## src/rtl/gpio_loader_pkg.sv

```systemverilog
// Shared definitions for the GPIO serial configuration loader.
//   state_t     : loader FSM encoding
//   DEF_CFG_W   : default configuration word width per pad
//   DEF_NUM_IO  : default number of GPIO control blocks on the chain
package gpio_loader_pkg;

  typedef enum logic [2:0] {
    IDLE,
    SHIFT_LO,
    SHIFT_HI,
    LOAD,
    DONE
  } state_t;

  localparam int unsigned DEF_CFG_W  = 13;
  localparam int unsigned DEF_NUM_IO = 19;

endpackage

```

## src/rtl/gpio_loader_clkdiv.sv

```systemverilog
// Half-period tick generator for the serial chain clock.
//   clk   : system clock
//   rst_n : active-low asynchronous reset (already deassert-synchronized)
//   en    : count while high; counter is held at zero while low
//   tick  : high on the last cycle of each CLK_DIV-cycle half-period
module gpio_loader_clkdiv #(
  parameter int unsigned CLK_DIV = 2
) (
  input  logic clk,
  input  logic rst_n,
  input  logic en,
  output logic tick
);

  localparam logic [7:0] LAST = 8'(CLK_DIV - 1);

  logic [7:0] cnt;

  assign tick = en && (cnt == LAST);

  always_ff @(posedge clk or negedge rst_n) begin
    if (!rst_n) begin
      cnt <= '0;
    end else if (!en || tick) begin
      cnt <= '0;
    end else begin
      cnt <= cnt + 8'd1;
    end
  end

endmodule

```

## src/rtl/gpio_serial_loader.sv

```systemverilog
// Serial loader for the GPIO pad configuration chain. Captures all pad
// configuration words on start, shifts them out MSB-first (pad NUM_IO-1
// first) with a divided shift clock, then pulses serial_load.
//   wb_clk_i     : clock
//   wb_rstn_i    : asynchronous active-low reset (deassertion synchronized)
//   start        : single-cycle transfer request, honoured only in IDLE
//   cfg_words    : pad i word at [i*CFG_W +: CFG_W]
//   busy / done  : transfer in progress / one-cycle completion pulse
//   serial_clock, serial_data, serial_load : chain interface
// Optional build macro GPIO_LOADER_BITBANG_EN adds bb_enable, bb_clock,
// bb_data and bb_load, letting software drive the chain directly while IDLE.
module gpio_serial_loader
  import gpio_loader_pkg::*;
#(
  parameter int unsigned NUM_IO  = DEF_NUM_IO,
  parameter int unsigned CFG_W   = DEF_CFG_W,
  parameter int unsigned CLK_DIV = 2
) (
  input  logic                      wb_clk_i,
  input  logic                      wb_rstn_i,
  input  logic                      start,
  input  logic [NUM_IO*CFG_W-1:0]   cfg_words,
`ifdef GPIO_LOADER_BITBANG_EN
  input  logic                      bb_enable,
  input  logic                      bb_clock,
  input  logic                      bb_data,
  input  logic                      bb_load,
`endif
  output logic                      busy,
  output logic                      done,
  output logic                      serial_clock,
  output logic                      serial_data,
  output logic                      serial_load
);

  localparam int unsigned TOT_W = NUM_IO * CFG_W;
  localparam int unsigned BIT_W = (CFG_W > 1) ? $clog2(CFG_W) : 1;
  localparam int unsigned PAD_W = (NUM_IO > 1) ? $clog2(NUM_IO) : 1;
  localparam logic [BIT_W-1:0] BIT_LAST = BIT_W'(CFG_W - 1);
  localparam logic [PAD_W-1:0] PAD_LAST = PAD_W'(NUM_IO - 1);

  logic [1:0]       rst_sync;
  logic             rst_n;
  state_t           state;
  logic [BIT_W-1:0] bit_cnt;
  logic [PAD_W-1:0] pad_cnt;
  logic [TOT_W-1:0] shadow;
  logic [TOT_W-1:0] shadow_next;
  logic             div_en;
  logic             tick;

  // Assert immediately, release two clocks after wb_rstn_i rises.
  always_ff @(posedge wb_clk_i or negedge wb_rstn_i) begin
    if (!wb_rstn_i) begin
      rst_sync <= '0;
    end else begin
      rst_sync <= {rst_sync[0], 1'b1};
    end
  end

  assign rst_n = rst_sync[1];

  assign div_en      = (state == SHIFT_LO) || (state == SHIFT_HI) || (state == LOAD);
  // The shadow is consumed from its MSB, which is exactly pad NUM_IO-1 bit
  // CFG_W-1, so shifting left walks the required bit order.
  assign shadow_next = shadow << 1;

  gpio_loader_clkdiv #(
    .CLK_DIV (CLK_DIV)
  ) u_clkdiv (
    .clk   (wb_clk_i),
    .rst_n (rst_n),
    .en    (div_en),
    .tick  (tick)
  );

  always_ff @(posedge wb_clk_i or negedge rst_n) begin
    if (!rst_n) begin
      state        <= IDLE;
      bit_cnt      <= '0;
      pad_cnt      <= '0;
      shadow       <= '0;
      busy         <= 1'b0;
      done         <= 1'b0;
      serial_clock <= 1'b0;
      serial_data  <= 1'b0;
      serial_load  <= 1'b0;
    end else begin
      case (state)
        IDLE: begin
          busy <= 1'b0;
          done <= 1'b0;
`ifdef GPIO_LOADER_BITBANG_EN
          if (bb_enable) begin
            serial_clock <= bb_clock;
            serial_data  <= bb_data;
            serial_load  <= bb_load;
          end else
`endif
          if (start) begin
            state        <= SHIFT_LO;
            shadow       <= cfg_words;
            bit_cnt      <= '0;
            pad_cnt      <= '0;
            busy         <= 1'b1;
            serial_clock <= 1'b0;
            serial_data  <= cfg_words[TOT_W-1];
            serial_load  <= 1'b0;
          end else begin
            serial_clock <= 1'b0;
            serial_data  <= 1'b0;
            serial_load  <= 1'b0;
          end
        end

        SHIFT_LO: begin
          if (tick) begin
            state        <= SHIFT_HI;
            serial_clock <= 1'b1;
          end
        end

        SHIFT_HI: begin
          if (tick) begin
            serial_clock <= 1'b0;
            if ((bit_cnt == BIT_LAST) && (pad_cnt == PAD_LAST)) begin
              state       <= LOAD;
              serial_data <= 1'b0;
              serial_load <= 1'b1;
            end else begin
              state       <= SHIFT_LO;
              shadow      <= shadow_next;
              serial_data <= shadow_next[TOT_W-1];
              if (bit_cnt == BIT_LAST) begin
                bit_cnt <= '0;
                pad_cnt <= pad_cnt + PAD_W'(1);
              end else begin
                bit_cnt <= bit_cnt + BIT_W'(1);
              end
            end
          end
        end

        LOAD: begin
          if (tick) begin
            state       <= DONE;
            serial_load <= 1'b0;
            done        <= 1'b1;
          end
        end

        DONE: begin
          state <= IDLE;
          done  <= 1'b0;
          busy  <= 1'b0;
        end

        default: begin
          state        <= IDLE;
          busy         <= 1'b0;
          done         <= 1'b0;
          serial_clock <= 1'b0;
          serial_data  <= 1'b0;
          serial_load  <= 1'b0;
        end
      endcase
    end
  end

endmodule

```

## config.mk

```make
export PLATFORM = sky130hd
export DESIGN_NAME = gpio_serial_loader
export DESIGN_NICKNAME = d
export VERILOG_FILES = /design/src/rtl/gpio_loader_pkg.sv /design/src/rtl/gpio_loader_clkdiv.sv /design/src/rtl/gpio_serial_loader.sv
export SDC_FILE = /design/constraint.sdc
export NUM_CORES = 1
export LEC_CHECK = 0
export BUFFER_PORTS_ARGS = -buffer_cell sky130_fd_sc_hd__clkbuf_2
export CAP_MARGIN = 25
export CELL_PAD_IN_SITES_DETAIL_PLACEMENT = 0
export CELL_PAD_IN_SITES_GLOBAL_PLACEMENT = 1
export CORE_MARGIN = 2
export CORE_UTILIZATION = 45
export CTS_BUF_LIST = sky130_fd_sc_hd__clkbuf_8
export CTS_CLUSTER_DIAMETER = 150
export DETAILED_ROUTE_END_ITERATION = 7
export PLACE_DENSITY_LB_ADDON = 0.08
export SLEW_MARGIN = 30
export SYNTH_ARGS = -nofsm -noshare
export SYNTH_HDL_FRONTEND = slang
export SYNTH_SLANG_ARGS = --single-unit
```

## constraint.sdc

```tcl
create_clock -name wb_clk_i -period 15 [get_ports wb_clk_i]
set_input_delay 0 -clock wb_clk_i [delete_from_list [all_inputs] [get_ports wb_clk_i]]
set_output_delay 0 -clock wb_clk_i [all_outputs]
set_load 0.03 [all_outputs]
```

==> impl_metrics.env, run 1 <==
export IMPL_grt_pass1_vias=12800
export IMPL_die_x_um=182
export IMPL_synth_largest_area_cell="dfrtp_1"
export IMPL_cts_made_buffers=49
export IMPL_required_ns=15.38
export IMPL_antenna_found_initial=0
export IMPL_min_path_type="in2reg"
export IMPL_critical_path_top_delay_family="buffers and inverters"
export IMPL_cts_tree="built"
export IMPL_cts_clk_slew_worst_paths_ns=0.06
export IMPL_final_cell_mix="nand2_1 (498), dfrtp_1 (272), clkbuf_2 (254)"
export IMPL_synth_area_sq_mm=0.0142
export IMPL_ioPinCount=255
export IMPL_drive_gt1_share_pct=27.8
export IMPL_final_antenna_net_count=0
export IMPL_vias_per_cell=5.39
export IMPL_die_h_um=182
export IMPL_report_final_slew_viol_count=0
export IMPL_drt_pass1_iter_count=5
export IMPL_postSynthCellCount=1518
export IMPL_fin_crit_ns=3.88
export IMPL_initial_core_util_pct=45.5
export IMPL_synthArstFlopShare_pct=100
export IMPL_path_cells="or3_4, a21oi_4, nor2_4, buf_12, buf_16, buf_6, a31oi_2"
export IMPL_clkSinkCount=273
export IMPL_vdd_drop_max_mv=0.123
export IMPL_grt_max_degree=144
export IMPL_avgRoutedWirePerCell_um=17.1
export IMPL_cts_root_buf="clkbuf_8"
export IMPL_rsz0062_at_grt="false"
export IMPL_cp_start_kind="register"
export IMPL_drtIter0Drc=1139
export IMPL_cp_max_fo=98
export IMPL_top_layer="met4"
export IMPL_synth_area_leaders="dfrtp_1 (48%), a31oi_2 (18%), nand2_1 (13%), a21oi_1 (8.8%), clkbuf_1 (2.2%)"
export IMPL_cp_buffers_inverters=3
export IMPL_synth_avg_cell_area_sq_um=9.38
export IMPL_critical_path_class="reg2reg"
export IMPL_wl_met3_um=2030
export IMPL_vias=12800
export IMPL_arrival_ns=4.26
export IMPL_portBuffers=254
export IMPL_tightest_slew_ns=0.963
export IMPL_power_density_mw_per_mm2=199
export IMPL_final_setup_tns_ns=0
export IMPL_skew_ns=0.0194
export IMPL_finalCritPeriodShare_pct=25.9
export IMPL_routed_wl_um=40500
export IMPL_hpwlAfterDp_um=22000
export IMPL_clockBufferDepth=3
export IMPL_htree_levels=2
export IMPL_hold_viol=0
export IMPL_die_area_sq_mm=0.0331
export IMPL_synth_seq_area_share_pct=48.0
export IMPL_stdcell_count=2377
export IMPL_slowest_delay_ns=0.74
export IMPL_core_area_sq_mm=0.0313
export IMPL_grt_pass1_wl_um=66100
export IMPL_slowest_stage="dfrtp_1"
export IMPL_setup_violations=0
export IMPL_synth_edf_count=0
export IMPL_status="finished clean"
export IMPL_n_antenna_cell=0
export IMPL_end_kind="register"
export IMPL_rows=65
export IMPL_place_congestion=0.772
export IMPL_ys_dominant_reg_cell="dfrtp_1"
export IMPL_clk_latency_ns=0.56
export IMPL_layout_commonest_cell="nand2_1"
export IMPL_drc=0
export IMPL_leakagePower_nw=8.04
export IMPL_synth_fp_nets=1774
export IMPL_wl_met1_um=18700
export IMPL_yosysTopAreaCellShare_pct=48.0
export IMPL_drv_cap=0
export IMPL_wl_met2_um=18600
export IMPL_ys_warn_count=0
export IMPL_globalRouteTotalUtil_pct=24.3
export IMPL_syn2layout_area_growth_pct=32.9
export IMPL_slew_limit_headroom_pct=35.8
export IMPL_num_nets_final=2200
export IMPL_ys_types=49
export IMPL_synth_seq_cells=273
export IMPL_power_mw=3.76
export IMPL_grt_overflow=0
export IMPL_max_freq_mhz=258
export IMPL_placed_cells=2046
-- final timing paths --
check                         endpoint      startpoint  cells past startpoint  slack (ns)
hold / removal             serial_data  cfg_words[246]                      6        0.04
min in group asynchronous     state[1]     rst_sync[1]                      0        0.16
hold reg to reg               state[1]     rst_sync[1]                      0        0.16
max in group asynchronous  shadow[208]     rst_sync[1]                      2       13.02
setup reg to reg            shadow[99]        state[2]                      7       11.12
setup / recovery            shadow[99]        state[2]                      7       11.12
-- sequential cells by signal, indices dropped and copies added, names as in the netlist --
signal / cells
u_clkdiv.cnt: 8
state: 3
serial_load: 1
serial_clock: 1
done: 1
serial_data: 1
pad_cnt: 5
shadow: 246
busy: 1
rst_sync: 2
bit_cnt: 4
-- through the flow --
stage	hold slack, ns	setup slack (ns)	utilization (%)	cell area, sq um
2_1_floorplan	-0.296	6.83	-	14200
3_3_place_gp	-0.214	11.01	49.2	15400
3_5_place_dp	-0.212	11.10	49.4	15500
4_1_cts	0.00769	11.10	60.4	18900
5_1_grt	0.0917	10.80	60.4	18900
6_report	0.0387	11.12	60.4	18900
-- cells in the mapped netlist, types with 2 or more instances --
master / count
or3_1: 2
a31oi_2: 200
dfrtp_1: 273
nand2_1: 498
xor2_1: 5
buf_6: 26
nand2b_1: 4
ha_1: 6
nand3_1: 13
nand4_1: 5
o21ai_0: 9
buf_2: 33
inv_1: 5
o41ai_1: 2
nor3_1: 2
and3_1: 7
o311ai_0: 3
clkbuf_1: 84
a31oi_1: 45
a21oi_1: 250
o31ai_1: 2
a211oi_1: 2
nor2_1: 16
-- area by class of cell --
type,count,area [sq um]
clock inverter,18,73.8
multi-input combinational,1094,6620
sequential,273,6840
clock buffer,64,881
tap,402,503
timing repair buffer,520,3980
inverter,6,22.5
fill,2769,12400
-- worst min-delay path, delay by kind of cell --
| kind | cells | cell delay (ns) |
|---|---|---|
| buffers and inverters | 1 | 0.08 |
| and+or+nand+nor | 3 | 0.29 |
| AOI/OAI and AO/OA | 2 | 0.18 |
-- power breakdown --
group / switching [mW] / internal (mW) / total, mW / leakage (nW)
logic: 1.09 / 0.659 / 1.75 / 4.44
registers: 0.210 / 1.10 / 1.31 / 3.05
clock network: 0.313 / 0.377 / 0.690 / 0.549
-- metal layers --
layer,track usage (%),vias up
li1,-,6159
met1,35.2,6210
met2,37.1,365
met3,3.71,79
met4,8.33,0
met5,0,-
-- timing repair --
| item | in CTS | in global routing |
|---|---|---|
| setup buffers | 0 | 0 |
| endpoints found under the hold margin | 250 | 0 |
| hold buffers | 249 | 0 |
| resized for setup | 0 | 0 |
-- kinds of logic (layout without fill, tap and decap cells) --
logic type,count (synthesis),in the layout,synth area share (%)
mux,1,1,0.0703
xor+xnor,6,6,0.369
fa+ha+maj,6,6,0.527
compound gates,524,524,29.9
other cells,1,1,0.0263
flops,273,273,48.0
simple gates,556,556,15.4
buf+inv,151,608,5.67
(Power assumes the default switching activity.)
==> inputs of run 2 (changes only) <==
- ABC_AREA: not set -> 1
- CORE_UTILIZATION: 45 -> 37
- clock period: 15 -> 3.31 ns (I/O delays scaled with it)
==> run 2 against run 1 <==
Compared with the run above: sequential power grew to 4.3 times the previous value; clock skew increased by 0.0058 ns; clock power grew to 4.5 times the previous value; critical path depth increased by 2; first-iteration DRC count decreased by 23%; highest routed layer unchanged; count of clock-buffer cells in the layout fell by 2; largest power group unchanged; global-route usage decreased by 3.3 points; cell count grew 27%.
==> impl_metrics.env, run 2 <==
export IMPL_synth_avg_cell_area_sq_um=6.88
export IMPL_hold_viol=0
export IMPL_utilization_pct=50.8
export IMPL_critical_path_class="reg2reg"
export IMPL_min_path_type="in2reg"
export IMPL_cp_start_kind="register"
export IMPL_clk_latency_ns=0.60
export IMPL_dpl_instance_area_sq_mm=0.0157
export IMPL_synth_area_leaders="dfrtp_1 (48%), nand2_1 (34%), o21ai_0 (9.2%), clkbuf_1 (1.9%), buf_2 (1.5%)"
export IMPL_stdcell_area_sq_mm=0.0191
export IMPL_place_congestion=0.730
export IMPL_max_freq_mhz=414
export IMPL_drt_pass1_iter_count=4
export IMPL_hpwlAfterDp_um=22200
export IMPL_arrival_ns=2.96
export IMPL_synth_compound_area_share_pct=9.29
export IMPL_final_antenna_net_count=0
export IMPL_ys_types=29
export IMPL_rows=71
export IMPL_grt_max_degree=189
export IMPL_antenna_found_initial=0
export IMPL_synthMostInstantiatedCell="nand2_1"
export IMPL_finalCritPeriodShare_pct=73.0
export IMPL_die_h_um=199
export IMPL_slew_limit_headroom_pct=31.8
export IMPL_ioPinCount=255
export IMPL_portBuffers=254
export IMPL_synthMuxAreaShare_pct=0
export IMPL_yosysTopAreaCellShare_pct=48.4
export IMPL_synth_top_family_by_area="simple AND/OR/NAND/NOR gates"
export IMPL_layout_commonest_cell="nand2_1"
export IMPL_synth_seq_area_share_pct=48.4
export IMPL_clkSinkCount=273
export IMPL_synth_seq_cells=273
export IMPL_num_nets_final=2743
export IMPL_cts_made_buffers=51
export IMPL_globalRouteTotalUtil_pct=21.0
export IMPL_pre_cts_slack_ns=0.941
export IMPL_synthArstFlopShare_pct=100
export IMPL_grt_overflow=0
export IMPL_top_regs="shadow x246, u_clkdiv.cnt x8, pad_cnt x5"
export IMPL_synth_area_sq_mm=0.0141
export IMPL_ys_dominant_reg_cell="dfrtp_1"
export IMPL_leakagePower_nw=10.5
export IMPL_final_cell_mix="nand2_1 (1278), dfrtp_1 (272), o21ai_0 (258)"
export IMPL_synth_edf_count=0
export IMPL_layout_setup_ws_ns=0.892
export IMPL_tightest_slew_ns=1.02
export IMPL_end_kind="register"
export IMPL_initial_core_util_pct=37.5
export IMPL_cts_tree="built"
export IMPL_core_area_sq_mm=0.0376
export IMPL_postSynthCellCount=2051
export IMPL_cts_clk_slew_worst_paths_ns=0.06
export IMPL_vias_per_cell=4.63
export IMPL_power_mw=15.9
export IMPL_power_density_mw_per_mm2=831
export IMPL_avgRoutedWirePerCell_um=13.9
export IMPL_drive_gt1_share_pct=13.8
export IMPL_status="finished clean"
export IMPL_n_antenna_cell=0
export IMPL_drc=0
export IMPL_required_ns=3.85
export IMPL_drtIter0Drc=881
export IMPL_vias=14000
export IMPL_die_x_um=199
export IMPL_synthAdderAreaFrac_pct=0.532
export IMPL_largest_reg_flops=246
export IMPL_synthSimpleGateAreaFrac_pct=36.4
export IMPL_grt_pass1_wl_um=68100
export IMPL_syn2layout_area_growth_pct=35.4
export IMPL_drv_cap=0
export IMPL_n_fill_cell=3821
export IMPL_setup_violations=0
export IMPL_cts_root_buf="clkbuf_8"
export IMPL_synth_fp_nets=2307
export IMPL_clockBufferDepth=3
export IMPL_vdd_drop_max_mv=0.663
export IMPL_final_setup_tns_ns=0
export IMPL_post_cts_setup_buffer_count=0
export IMPL_rsz0062_at_grt="false"
export IMPL_ys_top_cells_by_count="nand2_1 (1278), dfrtp_1 (273), o21ai_0 (258), clkbuf_1 (73), buf_2 (43)"
export IMPL_cp_max_fo=149
export IMPL_ys_warn_count=0
export IMPL_die_area_sq_mm=0.0397
export IMPL_synthXorXnorAreaFrac_pct=0.186
export IMPL_skew_ns=0.0252
export IMPL_synth_largest_area_cell="dfrtp_1"
export IMPL_routed_wl_um=42000
export IMPL_report_final_slew_viol_count=0
export IMPL_fin_crit_ns=2.42
export IMPL_regMostFlops="shadow"
export IMPL_htree_levels=2
export IMPL_grt_pass1_vias=13700
-- run 2: worst paths after layout --
path	slack, ns	depth (start not counted)	from	end
setup / recovery	0.89	9	pad_cnt[0]	shadow[200]
hold / removal	0.22	6	cfg_words[211]	shadow[211]
setup reg to reg	0.89	9	pad_cnt[0]	shadow[200]
hold reg to reg	0.30	0	rst_sync[1]	shadow[196]
max in group asynchronous	2.07	1	rst_sync[1]	shadow[42]
min in group asynchronous	0.25	3	wb_rstn_i	rst_sync[1]
-- run 2: final cells by class --
cell class                      instances  area, sq um  share of cell area [%]
Clock buffer                           62          853                    4.47
Clock inverter                         20         82.6                   0.432
Inverter                               30          113                   0.590
Multi-Input combinational cell       1612         6570                    34.4
Sequential cell                       273         6840                    35.8
Tap cell                              511          639                    3.35
Timing Repair Buffer                  519         4000                    20.9
-- run 2: report_power, final --
group | switching (mW) | internal [mW]
clock | 1.44 | 1.66
sequential | 0.711 | 4.91
combinational | 4.93 | 2.21
-- run 2: timing repair --
item | CTS | global route
hold buffers | 250 | 0
hold endpoints to repair | 250 | 0
resized for setup | 0 | 0
-- run 2: through the flow --
stage / std cells / hold slack, ns
2_1_floorplan: 2051 / -0.296
3_3_place_gp: 2695 / -0.214
3_5_place_dp: 2695 / -0.210
4_1_cts: 3027 / 0.172
5_1_grt: 3027 / 0.217
6_report: 3027 / 0.224
-- run 2: logic make-up (layout without fill, tap and decap cells) --
group                    Yosys count  after routing
flip-flops                       273            273
XOR/XNOR                           3              3
buffers and inverters            166            631
adder cells (fa/ha/maj)            6              6
other                              1              1
AND/OR/NAND/NOR                 1341           1341
AO/OA/AOI/OAI                    261            261
-- run 2: per-layer routing --
metal	global-route usage [%]	vias to the layer above	wire, um
li1	-	7209	-
met1	29.6	6443	20300
met2	32.9	300	18900
met3	3.83	59	1880
met4	6.16	0	874
met5	0	-	0
-- run 2: worst max-delay path, stage by stage, from the launching register on --
cell,delay (ns)
dfrtp_1,0.43
inv_1,0.08
ha_1,0.14
nand2_1,0.05
nor2_1,0.21
nand3_2,0.18
nand2_8,0.34
buf_12,0.46
o21ai_0,0.20
nand2_1,0.09
==> inputs of run 3 (changes only) <==
- clock period: 3.31 -> 2.2 ns (I/O delays scaled with it)
==> run 3 against run 2 <==
Compared with the run above: maximum frequency rose by 22%; utilization rose by 1.1 points; count of clock-buffer cells in the layout rose by 3; clock power rose by 56%; non-clock buffer count rose by 25; final area rose by 2.2%; sequential power rose by 51%; register-to-register slack got worse by 0.68 ns; combinational power rose by 61%; setup slack got worse by 0.68 ns; critical path depth rose by 2.
==> impl_metrics.env, run 3 (same netlist as run 2, synthesis figures left out) <==
export IMPL_finalCritPeriodShare_pct=90.1
export IMPL_clockPowerShare_pct=19.5
export IMPL_initial_core_util_pct=37.5
export IMPL_syn2layout_area_growth_pct=38.3
export IMPL_arrival_ns=2.51
export IMPL_hpwlAfterDp_um=24300
export IMPL_stdcell_count=3061
export IMPL_final_setup_tns_ns=0
export IMPL_final_antenna_net_count=0
export IMPL_slew_limit_headroom_pct=57.1
export IMPL_dpl_instance_area_sq_mm=0.0160
export IMPL_post_cts_setup_buffer_count=0
export IMPL_rows=71
export IMPL_grt_pass1_vias=13600
export IMPL_die_h_um=199
export IMPL_clkSinkCount=273
export IMPL_ioPinCount=255
export IMPL_internal_power_mw=13.9
export IMPL_cts_clk_slew_worst_paths_ns=0.06
export IMPL_rsz0062_at_grt="false"
export IMPL_report_final_slew_viol_count=0
export IMPL_core_area_sq_mm=0.0376
export IMPL_drtIter0Drc=856
export IMPL_leakagePower_nw=10.7
export IMPL_die_x_um=199
export IMPL_cts_tree="built"
export IMPL_stdcell_area_sq_mm=0.0195
export IMPL_regMostFlops="shadow"
export IMPL_grt_pass1_wl_um=68600
export IMPL_portBuffers=254
export IMPL_htree_levels=2
export IMPL_status="finished clean"
export IMPL_layout_commonest_cell="nand2_1"
export IMPL_power_density_mw_per_mm2=1270
export IMPL_combPwrFrac_pct=46.3
export IMPL_setup_violations=0
export IMPL_vdd_drop_max_mv=1.09
export IMPL_largest_reg_flops=246
export IMPL_routed_wl_um=42600
export IMPL_globalRouteTotalUtil_pct=21.3
export IMPL_drc=0
export IMPL_final_cell_mix="nand2_1 (1278), dfrtp_1 (272), o21ai_0 (258)"
export IMPL_cp_max_fo=17
export IMPL_placed_cells=2720
export IMPL_swShare_pct=43.8
export IMPL_cts_root_buf="clkbuf_8"
export IMPL_drive_gt1_share_pct=14.8
export IMPL_grt_max_degree=151
export IMPL_required_ns=2.73
export IMPL_critical_path_class="reg2reg"
export IMPL_drt_pass1_iter_count=6
export IMPL_place_congestion=0.758
export IMPL_min_path_type="in2reg"
export IMPL_skew_ns=0.0234
export IMPL_clockBufferDepth=3
export IMPL_drv_cap=0
export IMPL_tightest_slew_ns=0.643
export IMPL_cp_start_kind="register"
export IMPL_max_freq_mhz=504
export IMPL_clk_latency_ns=0.61
export IMPL_die_area_sq_mm=0.0397
export IMPL_antenna_found_initial=2
export IMPL_avgRoutedWirePerCell_um=13.9
export IMPL_grt_overflow=0
export IMPL_end_kind="register"
export IMPL_vias_per_cell=4.66
export IMPL_top_regs="shadow x246, u_clkdiv.cnt x8, pad_cnt x5"
export IMPL_num_nets_final=2768
export IMPL_vias=14300
export IMPL_p_switching_mw=10.8
export IMPL_cts_made_buffers=51
export IMPL_hold_viol=0
export IMPL_fin_crit_ns=1.98
export IMPL_power_frac_seq_pct=34.2
[run 3: changes by cell type in the layout (fill, tap and decap cells not counted)]
cell and delta:
buf_4 +12, clkbuf_8 +3, diode_2 +2, inv_1 +4, buf_12 +13
[run 3: final timing paths]
check | from | end | slack (ns) | cells past startpoint
setup / recovery | bit_cnt[0] | shadow[42] | 0.22 | 11
hold reg to reg | rst_sync[1] | shadow[161] | 0.30 | 0
max in group asynchronous | rst_sync[1] | shadow[149] | 1.02 | 1
min in group asynchronous | wb_rstn_i | rst_sync[1] | 0.26 | 3
setup reg to reg | bit_cnt[0] | shadow[42] | 0.22 | 11
hold / removal | cfg_words[170] | shadow[170] | 0.23 | 6
[run 3: per-layer routing]
metal / GRT usage (%) / wire (um) / vias up
li1: - / - / 7264
met1: 30.0 / 20200 / 6588
met2: 33.7 / 19400 / 336
met3: 3.76 / 1980 / 70
met4: 6.22 / 937 / 0
met5: 0 / 0 / -
[run 3: repair_timing]
item | CTS | global route
gates resized for setup | 0 | 0
hold endpoints to repair | 250 | 0
hold buffers | 250 | 0
[run 3: cell type report]
type | instances | area, sq um
sequential | 273 | 6840
tap | 511 | 639
multi-input combinational | 1612 | 6570
fill | 3780 | 18100
timing repair buffer | 544 | 4350
clock inverter | 24 | 97.6
inverter | 30 | 113
antenna | 2 | 5.00
clock buffer | 65 | 895
[run 3: through the flow]
stage	hold WS, ns	power, mW	util, %	setup WS [ns]
floorplan	-0.296	16.3	-	-0.531
global placement	-0.212	19.6	42.6	0.249
detailed placement	-0.208	19.8	42.6	0.238
CTS	0.170	25.1	51.9	0.223
global route	0.206	27.2	51.9	0.0216
finish	0.229	24.8	51.9	0.217
[run 3: worst max-delay path, cell delays in order, from the launching register on]
cell     delay, ns
dfrtp_1       0.42
inv_1         0.06
ha_1          0.19
nand3_1       0.13
inv_1         0.12
nand3_2       0.14
nand2_8       0.11
nor2_8        0.18
buf_12        0.17
buf_4         0.23
nand2_1       0.08
nand2_1       0.07
[run 3: power groups by stage]
stage	Sequential, mW	Combinational, mW	Clock, mW
floorplan	8.35	7.98	0
global placement	8.47	11.1	0
detailed placement	8.52	11.3	0
CTS	8.47	11.7	5.02
global route	8.76	13.2	5.26
finish	8.48	11.5	4.84
